--- src/rtl/apb_ic_master_sched_pkg.sv ---
// Shared definitions for the APB master scheduler: FSM encoding, default bus
// widths and the watchdog timer width helper.
package apb_ic_master_sched_pkg;

  typedef enum logic [1:0] {
    IDLE   = 2'd0,
    SETUP  = 2'd1,
    ACCESS = 2'd2
  } state_t;

  localparam int DEF_ADDR_WIDTH = 16;
  localparam int DEF_DATA_WIDTH = 16;

  // Wide enough to hold the value TIMEOUT; never narrower than one bit.
  function automatic int timer_width(input int timeout);
    return (timeout < 1) ? 1 : $clog2(timeout + 1);
  endfunction

endpackage

--- src/rtl/apb_rr_pick.sv ---
// Combinational round-robin selector: first eligible requester scanning
// upward (with wrap) from the position after the last grant.
module apb_rr_pick #(
  parameter int N = 4
) (
  input  logic [N-1:0] req,
  input  logic [N-1:0] mask,
  input  logic [N-1:0] last,
  output logic [N-1:0] pick,
  output logic         any_valid
);

  logic [N-1:0] eligible;

  assign eligible  = req & ~mask;
  assign any_valid = |eligible;

  always_comb begin
    int   last_idx;
    int   idx;
    logic found;
    last_idx = 0;
    for (int j = 0; j < N; j++) begin
      if (last[j]) last_idx = j;
    end
    pick  = '0;
    found = 1'b0;
    // Offset N lands back on the last grant, so it loses every tie.
    for (int k = 1; k <= N; k++) begin
      idx = last_idx + k;
      if (idx >= N) idx = idx - N;
      if (!found && eligible[idx]) begin
        pick[idx] = 1'b1;
        found     = 1'b1;
      end
    end
  end

endmodule

--- src/rtl/apb_ic_master_sched.sv ---
// Shares one APB master port among NUM_MASTERS cores: round-robin grant held
// for the whole transfer, combinational response routing, and a hang watchdog.
module apb_ic_master_sched
  import apb_ic_master_sched_pkg::*;
#(
  parameter int NUM_MASTERS = 4,
  parameter int ADDR_WIDTH  = DEF_ADDR_WIDTH,
  parameter int DATA_WIDTH  = DEF_DATA_WIDTH,
  parameter int TIMEOUT     = 64
) (
  input  logic                              clk,
  input  logic                              reset,
  input  logic [NUM_MASTERS-1:0]            s_psel,
  input  logic [NUM_MASTERS-1:0]            s_pwrite,
  input  logic [NUM_MASTERS*ADDR_WIDTH-1:0] s_paddr,
  input  logic [NUM_MASTERS*DATA_WIDTH-1:0] s_pwdata,
  output logic [DATA_WIDTH-1:0]             s_prdata,
  output logic [NUM_MASTERS-1:0]            s_pready,
  output logic                              s_pslverr,
  output logic [NUM_MASTERS-1:0]            grants,
  output logic                              m_psel,
  output logic                              m_penable,
  output logic                              m_pwrite,
  output logic [ADDR_WIDTH-1:0]             m_paddr,
  output logic [DATA_WIDTH-1:0]             m_pwdata,
  input  logic [DATA_WIDTH-1:0]             m_prdata,
  input  logic                              m_pready,
  input  logic                              m_pslverr
);

  localparam int TMR_W = timer_width(TIMEOUT);

  state_t                 state_reg, state_next;
  logic [NUM_MASTERS-1:0] grants_reg, grants_next;
  logic [TMR_W-1:0]       timer_reg, timer_next;

  logic [NUM_MASTERS-1:0] pick;
  logic [NUM_MASTERS-1:0] arb_mask;
  logic                   any_valid;
  logic                   in_access;
  logic                   timed_out;
  logic                   done;

  assign in_access = (state_reg == ACCESS);
  assign timed_out = (TIMEOUT != 0) && in_access && !m_pready &&
                     (timer_reg == TMR_W'(TIMEOUT));
  assign done      = in_access && (m_pready || timed_out);
  // The finishing master still holds s_psel for the transfer that just ended.
  assign arb_mask  = done ? grants_reg : '0;

  apb_rr_pick #(.N(NUM_MASTERS)) u_pick (
    .req       (s_psel),
    .mask      (arb_mask),
    .last      (grants_reg),
    .pick      (pick),
    .any_valid (any_valid)
  );

  always_comb begin
    state_next  = state_reg;
    grants_next = grants_reg;
    timer_next  = timer_reg;
    case (state_reg)
      IDLE: begin
        timer_next = '0;
        if (any_valid) begin
          grants_next = pick;
          state_next  = SETUP;
        end
      end
      SETUP: begin
        timer_next = '0;
        state_next = ACCESS;
      end
      ACCESS: begin
        if (done) begin
          timer_next = '0;
          if (any_valid) begin
            grants_next = pick;
            state_next  = SETUP;
          end else begin
            state_next = IDLE;
          end
        end else if (TIMEOUT != 0) begin
          timer_next = timer_reg + TMR_W'(1);
        end
      end
      default: state_next = IDLE;
    endcase
  end

  always_ff @(posedge clk or negedge reset) begin
    if (!reset) begin
      state_reg  <= IDLE;
      grants_reg <= NUM_MASTERS'(1);
      timer_reg  <= '0;
    end else begin
      state_reg  <= state_next;
      grants_reg <= grants_next;
      timer_reg  <= timer_next;
    end
  end

  assign grants    = grants_reg;
  assign m_psel    = (state_reg != IDLE);
  assign m_penable = in_access;
  assign s_pready  = done ? grants_reg : '0;
  assign s_prdata  = (in_access && m_pready) ? m_prdata : '0;
  assign s_pslverr = in_access && (m_pready ? m_pslverr : timed_out);
  assign m_pwrite  = |(grants_reg & s_pwrite);

  logic [NUM_MASTERS-1:0][ADDR_WIDTH-1:0] addr_terms;
  logic [NUM_MASTERS-1:0][DATA_WIDTH-1:0] data_terms;

  for (genvar gi = 0; gi < NUM_MASTERS; gi++) begin : g_mux
    assign addr_terms[gi] = grants_reg[gi] ? s_paddr[gi*ADDR_WIDTH +: ADDR_WIDTH] : '0;
    assign data_terms[gi] = grants_reg[gi] ? s_pwdata[gi*DATA_WIDTH +: DATA_WIDTH] : '0;
  end

  always_comb begin
    m_paddr  = '0;
    m_pwdata = '0;
    for (int i = 0; i < NUM_MASTERS; i++) begin
      m_paddr  = m_paddr | addr_terms[i];
      m_pwdata = m_pwdata | data_terms[i];
    end
  end

endmodule
--- config.mk ---
export PLATFORM = sky130hd
export DESIGN_NAME = apb_ic_master_sched
export DESIGN_NICKNAME = d
export VERILOG_FILES = /design/src/rtl/apb_ic_master_sched_pkg.sv /design/src/rtl/apb_rr_pick.sv /design/src/rtl/apb_ic_master_sched.sv
export SDC_FILE = /design/constraint.sdc
export NUM_CORES = 1
export LEC_CHECK = 0
export CAP_MARGIN = 20
export CELL_PAD_IN_SITES_DETAIL_PLACEMENT = 0
export CELL_PAD_IN_SITES_GLOBAL_PLACEMENT = 1
export CORE_MARGIN = 4
export CORE_UTILIZATION = 18
export DETAILED_ROUTE_END_ITERATION = 7
export GPL_TIMING_DRIVEN = 0
export PLACE_DENSITY = 0.78
export SYNTH_ARGS = -nofsm -noshare
export SYNTH_HDL_FRONTEND = slang
export SYNTH_SLANG_ARGS = --single-unit
--- constraint.sdc ---
create_clock -name clk -period 2.8 [get_ports clk]
set_input_delay 0.42 -clock clk [delete_from_list [all_inputs] [get_ports clk]]
set_output_delay 0.42 -clock clk [all_outputs]
set_load 0.02 [all_outputs]
# --- After elaboration in Yosys (flattened, before gate mapping) ---
# Cells that the tools add are included.
totals:
  ff_bits: 13
  out_inout_bits: 60
  elab_cells: 121
classes:
  n_addsub: 9
  magnitude_cmp: 12
  eq_ne: 5
  mux: 54
  bitwise_logic: 12
  n_reduce_logical: 26
op_table:
  columns: ["op", "count"]
  rows:
  - ["32-bit 2-to-1 mux", 6]
  - ["16-bit 2-to-1 mux", 9]
  - ["32-bit by 1-bit >= comparator with 1-bit output, second input constant", 4]
  - ["32-bit by 4-bit >= comparator with 1-bit output, second input constant", 4]
  - ["32-bit by 4-bit less-than comparator with 1-bit output, second input constant", 4]
  - ["32-bit by 4-bit subtractor with 32-bit output, second input constant", 4]
  - ["16-bit OR", 6]
  - ["32-bit by 3-bit adder with 32-bit output, second input constant", 2]
  - ["32-bit by 2-bit adder with 32-bit output, second input constant", 1]
  - ["32-bit by 4-bit adder with 32-bit output, second input constant", 1]
  - ["4-bit 2-to-1 mux", 7]
  - ["1-bit 2-to-1 mux", 18]
  - ["7-bit case mux with 2 select lines", 1]
  - ["1-bit logical AND", 12]
  - ["4-bit OR", 3]
  - ["4-bit AND", 2]
  - ["1-bit binary-select mux with 2-bit select", 4]
  - ["1-bit demux with 2-bit select", 4]
  - ["4-bit case mux with 2 select lines", 1]
  - ["4-bit OR reduction", 2]
  - ["7-bit by 1-bit adder with 7-bit output, second input constant", 1]
  - ["7-bit equality test, second input constant", 1]
  - ["7-bit 2-to-1 mux", 1]
  - ["2-bit case mux with 3 select lines", 1]
  - ["other kinds (12)", 19]

# --- Longest topological paths before layout ---
logic_depth:
  depth_word: 24
  ltp_mapped: 11

# --- Hierarchy ---
# A second synthesis with hierarchy kept.
hier_totals:
  cells_unflattened: 265
  area_unflattened_um2: 1986.9
modules_own_cells:
  columns: ["mod", "instances", "cells_each", "area_each_um2", "seq_area_each_um2"]
  rows:
  - ["apb_ic_master_sched", 1, 208, 1536.5, 326.6]
  - ["apb_rr_pick", 1, 57, 450.4, 0.0]

# --- Worst setup path after synthesis ---
# No wires, ideal clock.
synth_path:
  path_type: "flip-flop to flip-flop"
  startpoint: "reg grants_reg[3] (netlist: grants[3])"
  endpoint: "reg grants_reg[0] (netlist: grants[0])"
  arrival_time_ps: 2644
  required_time_ps: 2723
  path_slack_ps: 79
  path_stages_with_launch: 11
  path_buffers: 2
  path_cell_list: "dfrtp_1 -> clkbuf_1 -> nor2_1 -> inv_1 -> ha_1 -> clkbuf_1 -> nand4bb_1 -> o311ai_0 -> a221o_1 -> o221a_1 -> a31oi_1"
synth_via:
  elab_chain_len: 20
  word_cells_on_any_way: 72
  classes_between: "add/sub: 8; order compare: 12; mux: 36; bitwise: 5; reduce/logical: 11"
synth_rtl:
  columns: ["element", "line_no", "rtl"]
  rows:
  - ["start, declared", "apb_ic_master_sched.sv:34", "logic [NUM_MASTERS-1:0] grants_reg, grants_next;"]
  - ["start signal, assigned", "apb_ic_master_sched.sv:99", "grants_reg <= grants_next;"]
  - ["parallel branches: the longest is 17 deep, another holds 32-bit by 2-bit adder with 32-bit output", null, null]
  - ["4-bit 2-to-1 mux (*)", "apb_ic_master_sched.sv:66, apb_ic_master_sched.sv:78", null]
  - ["4-bit 2-to-1 mux", "apb_ic_master_sched.sv:76", "if (done) begin"]
  - ["4-bit case mux with 2 select lines (*)", "apb_ic_master_sched.sv:63", "case (state_reg)"]
# Every way passes the cells marked *. The select of a mux whose other input is x is not followed.
# A chain may end at the register's enable or synchronous reset.

# --- Worst setup path in the final report ---
layout_path:
  startpoint: "reg timer_reg[5]"
  endpoint: "out s_pready[2]"
layout_via:
  elab_chain_len: 5
layout_rtl:
  columns: ["element", "line_no", "rtl"]
  rows:
  - ["start, declared", "apb_ic_master_sched.sv:35", "logic [TMR_W-1:0] timer_reg, timer_next;"]
  - ["start signal, assigned", "apb_ic_master_sched.sv:100", "timer_reg <= timer_next;"]
  - ["7-bit equality test", "apb_ic_master_sched.sv:46", "(timer_reg == TMR_W'(TIMEOUT));"]
  - ["1-bit logical AND", "apb_ic_master_sched.sv:45", "assign timed_out = (TIMEOUT != 0) && in_access && !m_pready &&"]
  - ["1-bit logical OR", "apb_ic_master_sched.sv:47", "assign done = in_access && (m_pready || timed_out);"]
  - ["1-bit logical AND", "apb_ic_master_sched.sv:47", null]
  - ["4-bit 2-to-1 mux", "apb_ic_master_sched.sv:107", "assign s_pready = done ? grants_reg : '0;"]
  - ["end, declared", "apb_ic_master_sched.sv:18", "output logic [NUM_MASTERS-1:0] s_pready,"]
# Every way passes these cells.

==> results by group <==
Run status
  – Status: finished clean

Pwr
  – P_leak: approximately 1.8 nW
  – Gate power share: 0.832
  – P_int: 1.88 mW
  – Peak VDD IR: around 0.37 mV
  – Switching Share: 0.503
  – Pwr Total: ~3.8 mW
  – PwrDens: approximately 840 mW/mm^2
  – Clk network pwr share: 0.072
  – Sw Pwr: roughly 1.9 mW
  – Sequential share of power: 0.096

Final layout
  – Area Overhead vs Synth: 121%
  – Share of cells above drive strength 1: 0.0672
  – Fin area: around 0.0045 mm^2
  – Commonest cells after routing, fill and taps aside: 214 x clkdlybuf4s50_1, 67 x a22oi_1, 50 x nand2_1
  – N_diodes: 0
  – Largest register FFs: 7
  – Filler instances: about 1,100
  – Final #Nets: 672
  – Area of the multi-input gates: between 0.0015 and 0.002 mm^2
  – Most common cell after layout, fill and taps aside: clkdlybuf4s50_1
  – Sequential Area: ~330 um^2

Clocking
  – Setup repair bufs after CTS: 0
  – CTS H-tree depth: 1
  – Hold buffers post-CTS: 0
  – Clk_lat worst skew: approximately 240 ps
  – # clock sinks: 13
  – Clock slew at reported path FFs: ~50 ps
  – Root Buffer: clkbuf_16
  – Cts bufs inserted: 3
  – Clock Tree Buf Depth: 2
  – CTS tree: yes

STA
  – Final Cycle Share: 0.957
  – Final-report max-slew violation count: 0
  – Final number of setup-violating endpoints: 0
  – Final min period: between 2000 and 3000 ps
  – Worst Slack Setup Final: 120 ps
  – Final hold violations: 0
  – Worst hold slack: between 500 and 600 ps
  – Setup Skew: 6.57 ps
  – Worst-Margin Slew: between 600 and 700 ps
  – Setup TNS Final: 0 ps
  – Rel. slew slack: 0.584
  – Maximum clock rate: between 300 and 400 MHz
  – RSZ-0062 raised after global routing: false

GRT
  – Overflow after GRT: 0
  – Total track usage: 0.158
  – Antenna violations before repair: 0
  – First-pass GRT wire length: between 15 and 20 mm
  – Vias in the first global route: between 3,000 and 4,000
  – Pin count of the biggest net entering global routing: 14

Placed design
  – Post-Place Cell Area: roughly 0.0044 mm^2
  – DP HPWL: approximately 9.5 mm
  – Placer congestion estimate: slightly below 0.9
  – Pre-CTS WS: -314 ps
  – IO buf count: 215

Logic synthesis
  – Synth Warn #: 0
  – Gate count of the mapped netlist: 290
  – Synthesized area per cell: ~7.0 um^2
  – Syn_nets: around 460
  – Synth Flop Type: dfrtp_1
  – Async SR Flop Fraction: 1.00
  – Syn Std Cell Area: just over 0.002 mm^2
  – Register area share after synthesis: 0.160
  – Post-synth EDFFs: 0
  – Distinct cells, synth: 45
  – Yosys reg bits: 13

Floorplanning
  – Rows: 38
  – Die Height: ~110 um
  – Die width: between 100 and 150 um
  – Die ar.: between 0.01 and 0.015 mm^2
  – Initial Utilization: 0.186
  – Total I/O pin count: about 220
  – Core footprint: 0.0110 mm^2

Worst setup path
  – Worst EP required: roughly 2400 ps
  – Max FO, Critical Path: 7
  – Worst Setup Path Type: reg2out
  – Worst path top cell family by delay: simple AND/OR/NAND/NOR gates
  – Worst r2r src: grants[3]$_DFFE_PN0P_
  – Slowest CP cell: clkdlybuf4s50_1
  – Crit path DAT: about 2300 ps
  – Crit-path cells: or4b_4 > o21ai_4 > and2_1 > clkdlybuf4s50_1
  – Buf/Inv on CP: 1
  – Crit path largest cell delay: about 600 ps
  – Crit. End Element: output pin
  – CP startpoint kind: flip-flop
  – Setup crit start: timer_reg[5]$_DFFE_PN0P_

Drt
  – WL/cell: 17.9 um
  – Drt first pass iters: 4
  – Via/cell ratio: between 5 and 6
  – Drc violations: 0
  – Initial drt markers: 170
  – Detail Route Antenna Nets: 0
  – Routed WL: 11.5 mm
  – Via count: 3,243

Hold path
  – Hold wc startpoint: timer_reg[6]$_DFFE_PN0P_
  – HP Class: reg2reg

Job
  – Max Cap Violations: 0
[worst paths after layout]
| check | to | slack (ps) | cells past startpoint |
|---|---|---|---|
| max | s_pready[2] | 120 | 4 |
| min in group asynchronous | timer_reg[0]$_DFFE_PN0P_ | 570 | 1 |
| max reg2reg | grants[2]$_DFFE_PN0P_ | 140 | 9 |
| max in group asynchronous | grants[2]$_DFFE_PN0P_ | 1790 | 1 |
| min reg2reg | timer_reg[6]$_DFFE_PN0P_ | 530 | 1 |
| min | timer_reg[6]$_DFFE_PN0P_ | 530 | 1 |
[power by group through the flow]
stage	registers, mW	logic, mW	clock network [mW]
2_1_floorplan	0.335	1.77	0
3_3_place_gp	0.321	3.09	0
3_5_place_dp	0.318	3.11	0
4_1_cts	0.338	3.14	0.275
5_1_grt	0.379	3.42	0.279
6_report	0.364	3.15	0.271
[cells by family (layout without fill, tap and decap cells)]
kind of cell             after synthesis  after routing  share of synthesized area
AO/OA/AOI/OAI                        119            119                      0.423
multiplexers                           2              2                     0.0104
adder cells (fa/ha/maj)                9              9                     0.0551
buffers and inverters                 36            252                     0.0698
AND/OR/NAND/NOR                      111            111                      0.282
flip-flops                            13             13                      0.160
[cells in the mapped netlist, drive strengths merged, types with 3 or more instances]
cell type / instances / area share
dfrtp: 12 / 0.15
nand3: 9 / 0.022
a21oi: 8 / 0.020
o21ai: 17 / 0.047
nor2b: 3 / 0.0092
ha: 9 / 0.055
a22oi: 67 / 0.25
o221a: 4 / 0.022
o211ai: 5 / 0.018
a21boi: 3 / 0.011
a31oi: 4 / 0.012
nand4bb: 4 / 0.022
inv: 12 / 0.022
and3: 20 / 0.061
and2: 3 / 0.0092
nand2: 51 / 0.094
buf: 5 / 0.013
clkbuf: 19 / 0.035
nand3b: 3 / 0.011
nor2: 7 / 0.013
[metal layers]
metal,global-route usage,part of all wire
met2,0.270,0.50
met5,0,0
met1,0.199,0.39
met4,0.0372,0.018
met3,0.0381,0.095
[per-stage QoR]
stage | cells | utilization
global placement | 645 | 0.398
detailed placement | 645 | 0.398
floorplan | 290 | -
global route | 646 | 0.411
finish | 646 | 0.411
CTS | 647 | 0.407
[layout make-up]
cell class | instances | area share
buffer | 21 | 0.0250
clock buffer | 4 | 0.0175
inverter | 12 | 0.00999
multi-input combinational | 241 | 0.359
sequential | 13 | 0.0727
tap | 140 | 0.0388
timing repair buffer | 215 | 0.477
[repair_timing]
item | in CTS | in global routing
endpoints found under the setup margin | 39 | 46
gates resized for setup | 19 | 18
pin swaps | 0 | 0
Note: power is estimated with default switching activity, not from simulation.
